[config.mk]
export PLATFORM = sky130hd
export DESIGN_NAME = lsu_pipe
export DESIGN_NICKNAME = d
export VERILOG_FILES = /design/src/rtl/lsu_pkg.sv /design/src/rtl/lsu_load_extend.sv /design/src/rtl/lsu_pipe.sv
export SDC_FILE = /design/constraint.sdc
export NUM_CORES = 1
export LEC_CHECK = 0
export ABC_AREA = 1
export BUFFER_PORTS_ARGS = -buffer_cell sky130_fd_sc_hd__buf_2
export CORE_MARGIN = 8
export CORE_UTILIZATION = 32
export CTS_CLUSTER_DIAMETER = 80
export DETAILED_ROUTE_END_ITERATION = 10
export PLACE_DENSITY_LB_ADDON = 0.25
export SLEW_MARGIN = 10
export SYNTH_ARGS = -nofsm -noshare
export SYNTH_HDL_FRONTEND = slang
export SYNTH_SLANG_ARGS = --single-unit
[constraint.sdc]
create_clock -name clk -period 9.6 [get_ports clk]
set_clock_uncertainty 0.15 [all_clocks]
set_input_delay 1.92 -clock clk [delete_from_list [all_inputs] [get_ports clk]]
set_output_delay 1.92 -clock clk [all_outputs]
set_load 0.02 [all_outputs]
[src/rtl/lsu_pkg.sv]
// lsu_pkg: shared definitions for the load/store unit.
//   - RV funct3 size/sign codes (F3_B .. F3_WU)
//   - FSM state enum (IDLE / REQ / WAIT)
//   - size_bytes(): access size in bytes for a funct3 code
package lsu_pkg;

  localparam logic [2:0] F3_B  = 3'b000;
  localparam logic [2:0] F3_H  = 3'b001;
  localparam logic [2:0] F3_W  = 3'b010;
  localparam logic [2:0] F3_D  = 3'b011;
  localparam logic [2:0] F3_BU = 3'b100;
  localparam logic [2:0] F3_HU = 3'b101;
  localparam logic [2:0] F3_WU = 3'b110;

  typedef enum logic [1:0] {
    IDLE = 2'd0,
    REQ  = 2'd1,
    WAIT = 2'd2
  } lsu_state_e;

  // Low two bits of funct3 encode log2(size); bit 2 is the unsigned flag.
  function automatic int unsigned size_bytes(input logic [2:0] funct3);
    case (funct3[1:0])
      2'b00:   return 1;
      2'b01:   return 2;
      2'b10:   return 4;
      default: return 8;
    endcase
  endfunction

endpackage

[src/rtl/lsu_load_extend.sv]
// lsu_load_extend: combinational load-result formatter.
//   rdata  : lane-aligned read data from memory
//   off    : byte offset of the access within the lane
//   funct3 : RV size/sign code
//   result : rdata shifted down by off bytes, truncated to the access
//            size, then sign- or zero-extended to XLEN
module lsu_load_extend
  import lsu_pkg::*;
#(
  parameter int unsigned XLEN  = 32,
  localparam int unsigned OFF_W = $clog2(XLEN / 8)
) (
  input  logic [XLEN-1:0]  rdata,
  input  logic [OFF_W-1:0] off,
  input  logic [2:0]       funct3,
  output logic [XLEN-1:0]  result
);

  logic [XLEN-1:0] shifted;

  assign shifted = rdata >> {off, 3'b000};

  always_comb begin
    result = shifted;
    case (funct3)
      F3_B:  for (int unsigned i = 8;  i < XLEN; i++) result[i] = shifted[7];
      F3_H:  for (int unsigned i = 16; i < XLEN; i++) result[i] = shifted[15];
      F3_W:  for (int unsigned i = 32; i < XLEN; i++) result[i] = shifted[31];
      F3_BU: for (int unsigned i = 8;  i < XLEN; i++) result[i] = 1'b0;
      F3_HU: for (int unsigned i = 16; i < XLEN; i++) result[i] = 1'b0;
      F3_WU: for (int unsigned i = 32; i < XLEN; i++) result[i] = 1'b0;
      default: result = shifted;
    endcase
  end

endmodule

[src/rtl/lsu_pipe.sv]
// lsu_pipe: XLEN-generic load/store unit for the pipelined RV core.
//   clk, reset          : clock, asynchronous active-high reset
//   req_*               : M-stage op (valid, store flag, funct3, addr,
//                         unaligned store data, load rd); req_ready accepts
//   busy                : unit not idle, feeds the hazard-unit stall
//   mem_req_* / mem_*   : valid/ready request channel to data memory
//                         (lane-aligned addr, we, byte enables, wdata)
//   mem_rsp_valid/rdata : read response channel
//   wb_valid/rd/data    : one-cycle load writeback pulse
//   exc_valid/addr      : one-cycle misaligned/illegal access pulse
module lsu_pipe
  import lsu_pkg::*;
#(
  parameter int unsigned XLEN   = 32,
  parameter int unsigned ADDR_W = 32,
  localparam int unsigned NB    = XLEN / 8
) (
  input  logic              clk,
  input  logic              reset,
  input  logic              req_valid,
  input  logic              req_is_store,
  input  logic [2:0]        req_funct3,
  input  logic [ADDR_W-1:0] req_addr,
  input  logic [XLEN-1:0]   req_wdata,
  input  logic [4:0]        req_rd,
  output logic              req_ready,
  output logic              busy,
  output logic              mem_req_valid,
  input  logic              mem_req_ready,
  output logic [ADDR_W-1:0] mem_addr,
  output logic              mem_we,
  output logic [NB-1:0]     mem_be,
  output logic [XLEN-1:0]   mem_wdata,
  input  logic              mem_rsp_valid,
  input  logic [XLEN-1:0]   mem_rdata,
  output logic              wb_valid,
  output logic [4:0]        wb_rd,
  output logic [XLEN-1:0]   wb_data,
  output logic              exc_valid,
  output logic [ADDR_W-1:0] exc_addr
);

  localparam int unsigned OFF_W = $clog2(NB);

  lsu_state_e state_q, state_d;

  logic              accept;
  logic              f3_ok;
  logic              aligned;
  logic              legal;
  logic [OFF_W-1:0]  req_off;
  logic [2:0]        size_m1;
  logic [XLEN-1:0]   st_data_masked;
  logic [NB-1:0]     st_be_raw;
  logic [XLEN-1:0]   st_wdata;
  logic [NB-1:0]     st_be;

  logic [ADDR_W-1:0] mem_addr_q;
  logic              mem_we_q;
  logic [NB-1:0]     mem_be_q;
  logic [XLEN-1:0]   mem_wdata_q;
  logic [OFF_W-1:0]  ld_off_q;
  logic [2:0]        ld_f3_q;
  logic [4:0]        ld_rd_q;
  logic [XLEN-1:0]   ld_result;

  logic              wb_valid_q;
  logic [4:0]        wb_rd_q;
  logic [XLEN-1:0]   wb_data_q;
  logic              exc_valid_q;
  logic [ADDR_W-1:0] exc_addr_q;

  // ---------------------------------------------------------------------
  // Request decode
  // ---------------------------------------------------------------------
  assign req_ready = (state_q == IDLE);
  assign busy      = (state_q != IDLE);
  assign accept    = req_valid & req_ready;
  assign req_off   = req_addr[OFF_W-1:0];

  assign f3_ok   = (req_funct3 != 3'b111) &&
                   !((XLEN == 32) && ((req_funct3 == F3_D) || (req_funct3 == F3_WU)));
  assign size_m1 = 3'(size_bytes(req_funct3) - 1);
  assign aligned = ((req_addr[2:0] & size_m1) == 3'b000);
  assign legal   = f3_ok & aligned;

  // Store alignment: keep only the low size bytes of the data, then move
  // data and enables up to the addressed lane.
  always_comb begin
    st_data_masked = '0;
    st_be_raw      = '0;
    for (int unsigned b = 0; b < NB; b++) begin
      if (b < size_bytes(req_funct3)) begin
        st_data_masked[8*b +: 8] = req_wdata[8*b +: 8];
        st_be_raw[b]             = 1'b1;
      end
    end
  end

  assign st_wdata = st_data_masked << {req_off, 3'b000};
  assign st_be    = st_be_raw << req_off;

  // ---------------------------------------------------------------------
  // FSM
  // ---------------------------------------------------------------------
  always_ff @(posedge clk or posedge reset) begin
    if (reset) state_q <= IDLE;
    else       state_q <= state_d;
  end

  always_comb begin
    state_d = state_q;
    case (state_q)
      IDLE: if (accept && legal) state_d = REQ;
      REQ:  if (mem_req_ready)   state_d = mem_we_q ? IDLE : WAIT;
      WAIT: if (mem_rsp_valid)   state_d = IDLE;
      default: state_d = IDLE;
    endcase
  end

  // ---------------------------------------------------------------------
  // Datapath registers
  // ---------------------------------------------------------------------
  always_ff @(posedge clk or posedge reset) begin
    if (reset) begin
      mem_addr_q  <= '0;
      mem_we_q    <= 1'b0;
      mem_be_q    <= '0;
      mem_wdata_q <= '0;
      ld_off_q    <= '0;
      ld_f3_q     <= '0;
      ld_rd_q     <= '0;
      wb_valid_q  <= 1'b0;
      wb_rd_q     <= '0;
      wb_data_q   <= '0;
      exc_valid_q <= 1'b0;
      exc_addr_q  <= '0;
    end else begin
      wb_valid_q  <= 1'b0;
      exc_valid_q <= 1'b0;

      if (accept) begin
        if (legal) begin
          mem_addr_q  <= {req_addr[ADDR_W-1:OFF_W], {OFF_W{1'b0}}};
          mem_we_q    <= req_is_store;
          mem_be_q    <= req_is_store ? st_be : '1;
          mem_wdata_q <= req_is_store ? st_wdata : '0;
          ld_off_q    <= req_off;
          ld_f3_q     <= req_funct3;
          ld_rd_q     <= req_rd;
        end else begin
          exc_valid_q <= 1'b1;
          exc_addr_q  <= req_addr;
        end
      end

      if ((state_q == WAIT) && mem_rsp_valid) begin
        wb_valid_q <= 1'b1;
        wb_rd_q    <= ld_rd_q;
        wb_data_q  <= ld_result;
      end
    end
  end

  lsu_load_extend #(.XLEN(XLEN)) u_load_extend (
    .rdata  (mem_rdata),
    .off    (ld_off_q),
    .funct3 (ld_f3_q),
    .result (ld_result)
  );

  // ---------------------------------------------------------------------
  // Outputs: the request bus is driven only while REQ so memory never
  // sees stale fields from a completed op.
  // ---------------------------------------------------------------------
  assign mem_req_valid = (state_q == REQ);
  assign mem_addr      = mem_req_valid ? mem_addr_q  : '0;
  assign mem_we        = mem_req_valid ? mem_we_q    : 1'b0;
  assign mem_be        = mem_req_valid ? mem_be_q    : '0;
  assign mem_wdata     = mem_req_valid ? mem_wdata_q : '0;

  assign wb_valid  = wb_valid_q;
  assign wb_rd     = wb_rd_q;
  assign wb_data   = wb_data_q;
  assign exc_valid = exc_valid_q;
  assign exc_addr  = exc_addr_q;

endmodule

==> results.txt <==
- Setup repair after global routing left no endpoint under its margin.
- Leaving out fill and tap cells, the most frequent cell in the layout is nand2_1.
- Measured along the x axis, the die boundary spans around 170 µm.
- Result of the run: finished clean
* Average detailed-routed wire length per instance: about 16 µm
- Detailed placement ended at an HPWL of roughly 19 mm.
- For this run, the total global-route usage over all layers was measured as 0.173.
* Amount of wire on met3 after detailed routing: approximately 1.6 mm
* Initial antenna violation count: 2
- Of all nets on the critical path, the largest fanout is 25.
- Sink count of the clock tree: 150
* Static leakage: between 5 and 6 nW
- CTS tree: yes
- In this run, post-CTS repair resized a total of 0 instances.
- Across all layers, the routed design uses ~7500 vias.
* Layout-stage area growth over the synthesis result: 25.4%
- The first global-routing pass estimated 40.2 mm of wire.
- Fmax achieved: roughly 0.23 GHz
- In the final timing run, aggregate negative setup slack is 0 ns.
* Post-route antenna net violation count: 0
- Number of design-rule violations left by the first detailed-router iteration: around 640
- Number of cells traversed by the worst hold path: 2
- Routed vias/inst: 4.55
- Placeable Area: approximately 0.024 mm²
* Worst IR Drop VDD: 0.110 mV
* Netlist area before placement: between 0.007 and 0.008 mm²
* Final critical path time including I/O delays and setup: around 4.3 ns
- OpenSTA, run right after detailed placement, puts the worst setup slack at slightly below 5 ns.
- Register clock-pin slew on the reported worst setup and hold paths: around 0.07 ns
- Buffers added to address setup during post-CTS repair amount to 0.
* Global placement routability congestion: 0.860
* R2R cell count: 5
- Netlist cell types: 24
* Worst hold-check path type: reg -> reg
- Warnings from Yosys: 0
* Die extent in y: around 170 µm
- Total length of routed met2 wires: ~12 mm
- Average footprint of a synthesized cell: roughly 7.2 µm²
- At the worst endpoint, the required time is between 9 and 10 ns.
- Worst-Margin Slew: slightly below 1 ns
- I/O pins: ~250
* Type of element capturing the critical path: flip-flop
- After detailed routing, the total wire length is 25.6 mm.
- Worst max-slew margin expressed relative to the limit: 0.335
* Full die area: between 0.02 and 0.03 mm²
- Flops & latches, synth: 150
- Of the cells placed in the final design, the portion with a size suffix greater than 1 is 0.247.
- Post-Syn Instances: ~1100
* Number of buffers created by CTS: 17
- Final Setup Violations: 0
- The design draws 2.56 mW.
- Number of port buffers: 250
- Detailed-routing wirelength on met1: between 10 and 15 mm
- For this run, the register share of the synthesized area comes to 0.481.
* Final layout net count: 1416
- Final Cycle Share: 0.447
* Total of hold buffers inserted after clock tree synthesis: 0
- Nature of the critical path startpoint: primary input
* DRT Pass-1 Iters: 5
- Worst path setup slack after routing: approximately 5.3 ns
- The number of max-slew violations in the final report came to 0.
- Starting density of the core: 0.324
- Summed over all layers, the global routing overflow is 0.
- H-Tree Depth: 4
* WHS: around 0.33 ns
* Maximum number of pins on one net before global-route repair: 84
- For this run, design rule violations remaining after detail routing come to 0.
- Counting along the longest clock path gives a buffer depth of 2.
- Across the run, the number of max-cap violations was 0.
- After detailed routing, no signal wire sits above met5.
* Highest-count cells in the layout ignoring fill and taps: nand2_1 (342), buf_2 (250), dfrtp_1 (150)
- Clock insertion delay at the later pin of the skew report: about 0.42 ns
- The number of failing hold endpoints at the final stage was 0.
* Arrival time at the worst endpoint: about 4.4 ns
* Category of the most critical setup path: in -> reg
- Clock root buffer: clkbuf_16
- P per Cell Area: about 260 mW/mm²
* Number of placement rows: 57
- Vias in the first global route: between 7000 and 8000
==> area by class of cell <==
| cell class | instances | area [µm²] |
|---|---|---|
| Clock inverter | 15 | 181 |
| Tap cell | 324 | 405 |
| Antenna cell | 1 | 2.50 |
| Multi-Input combinational cell | 727 | 3140 |
| Clock buffer | 17 | 425 |
| Fill cell | 2649 | 14300 |
| Timing Repair Buffer | 258 | 1310 |
| Inverter | 150 | 568 |
| Sequential cell | 150 | 3750 |
==> critical path: stages <==
cell	delay, ns
buf_2	0.19
inv_2	0.12
nand2_2	0.22
ha_1	0.36
nor2_1	0.05
nor2_1	0.24
nand4_1	0.81
o21ai_0	0.51
==> kinds of logic after synthesis <==
family	Yosys count	synth area share
DFF	150	0.481
adders and majority gates	2	0.00321
AOI/OAI and AO/OA	153	0.0995
other	1	0.000480
buffers and inverters	214	0.120
and+or+nand+nor	570	0.296
==> synth_stat cells <==
library cell	instances	area [µm²]
conb_1	1	3.75
o21ai_1	55	275
o21ai_2	2	17.5
ha_1	2	25.0
o21ai_0	75	375
a31o_2	1	8.76
buf_1	4	15.0
buf_6	10	113
buf_2	20	100
a21oi_1	20	100
nand3_2	1	10.0
or2_2	16	100
clkbuf_1	22	82.6
inv_1	144	541
buf_4	8	60.1
nor2_2	4	25.0
nor2_1	119	447
inv_2	6	22.5
nand3_1	84	420
nand2_1	343	1290
nand4_1	1	6.26
nand2_2	1	6.26
nor2_4	1	11.3
dfrtp_1	150	3750
==> per-stage QoR <==
| stage | cell area [µm²] | util | cells |
|---|---|---|---|
| after floorplan | 7810 | - | 1091 |
| after global placement | 9180 | 0.381 | 1609 |
| after detailed placement | 9180 | 0.381 | 1609 |
| after CTS | 9780 | 0.406 | 1641 |
| after global routing | 9790 | 0.406 | 1642 |
| final | 9790 | 0.406 | 1642 |
==> registers in the layout, indices dropped and copies added, names as in the netlist <==
signal,flops
mem_be_q,4
ld_f3_q,3
wb_data,32
mem_we_q,1
mem_addr_q,30
wb_rd,5
exc_addr,32
state_q,2
mem_wdata_q,32
wb_valid,1
ld_rd_q,5
exc_valid,1
ld_off_q,2
==> power breakdown <==
| part | total (mW) | internal, mW | switching, mW |
|---|---|---|---|
| Sequential | 0.957 | 0.842 | 0.115 |
| Clock | 0.689 | 0.376 | 0.314 |
| Combinational | 0.912 | 0.299 | 0.613 |
==> metal layers <==
metal  track usage  vias up
met5             0        -
met4        0.0543        2
met3        0.0402       32
met2         0.284      247
met1         0.222     3421
li1              -     3770
==> final timing paths <==
kind | start | endpoint | slack [ns]
min | wb_data[11] | wb_data[11] | 0.33
min in group asynchronous | reset | exc_addr[13] | 1.47
max | req_funct3[1] | mem_wdata_q[7] | 5.31
max reg2reg | state_q[0] | mem_wdata_q[7] | 7.07
min reg2reg | wb_data[11] | wb_data[11] | 0.33
max in group asynchronous | reset | exc_addr[10] | 6.36
No activity file was read; power rests on OpenSTA's default activity.
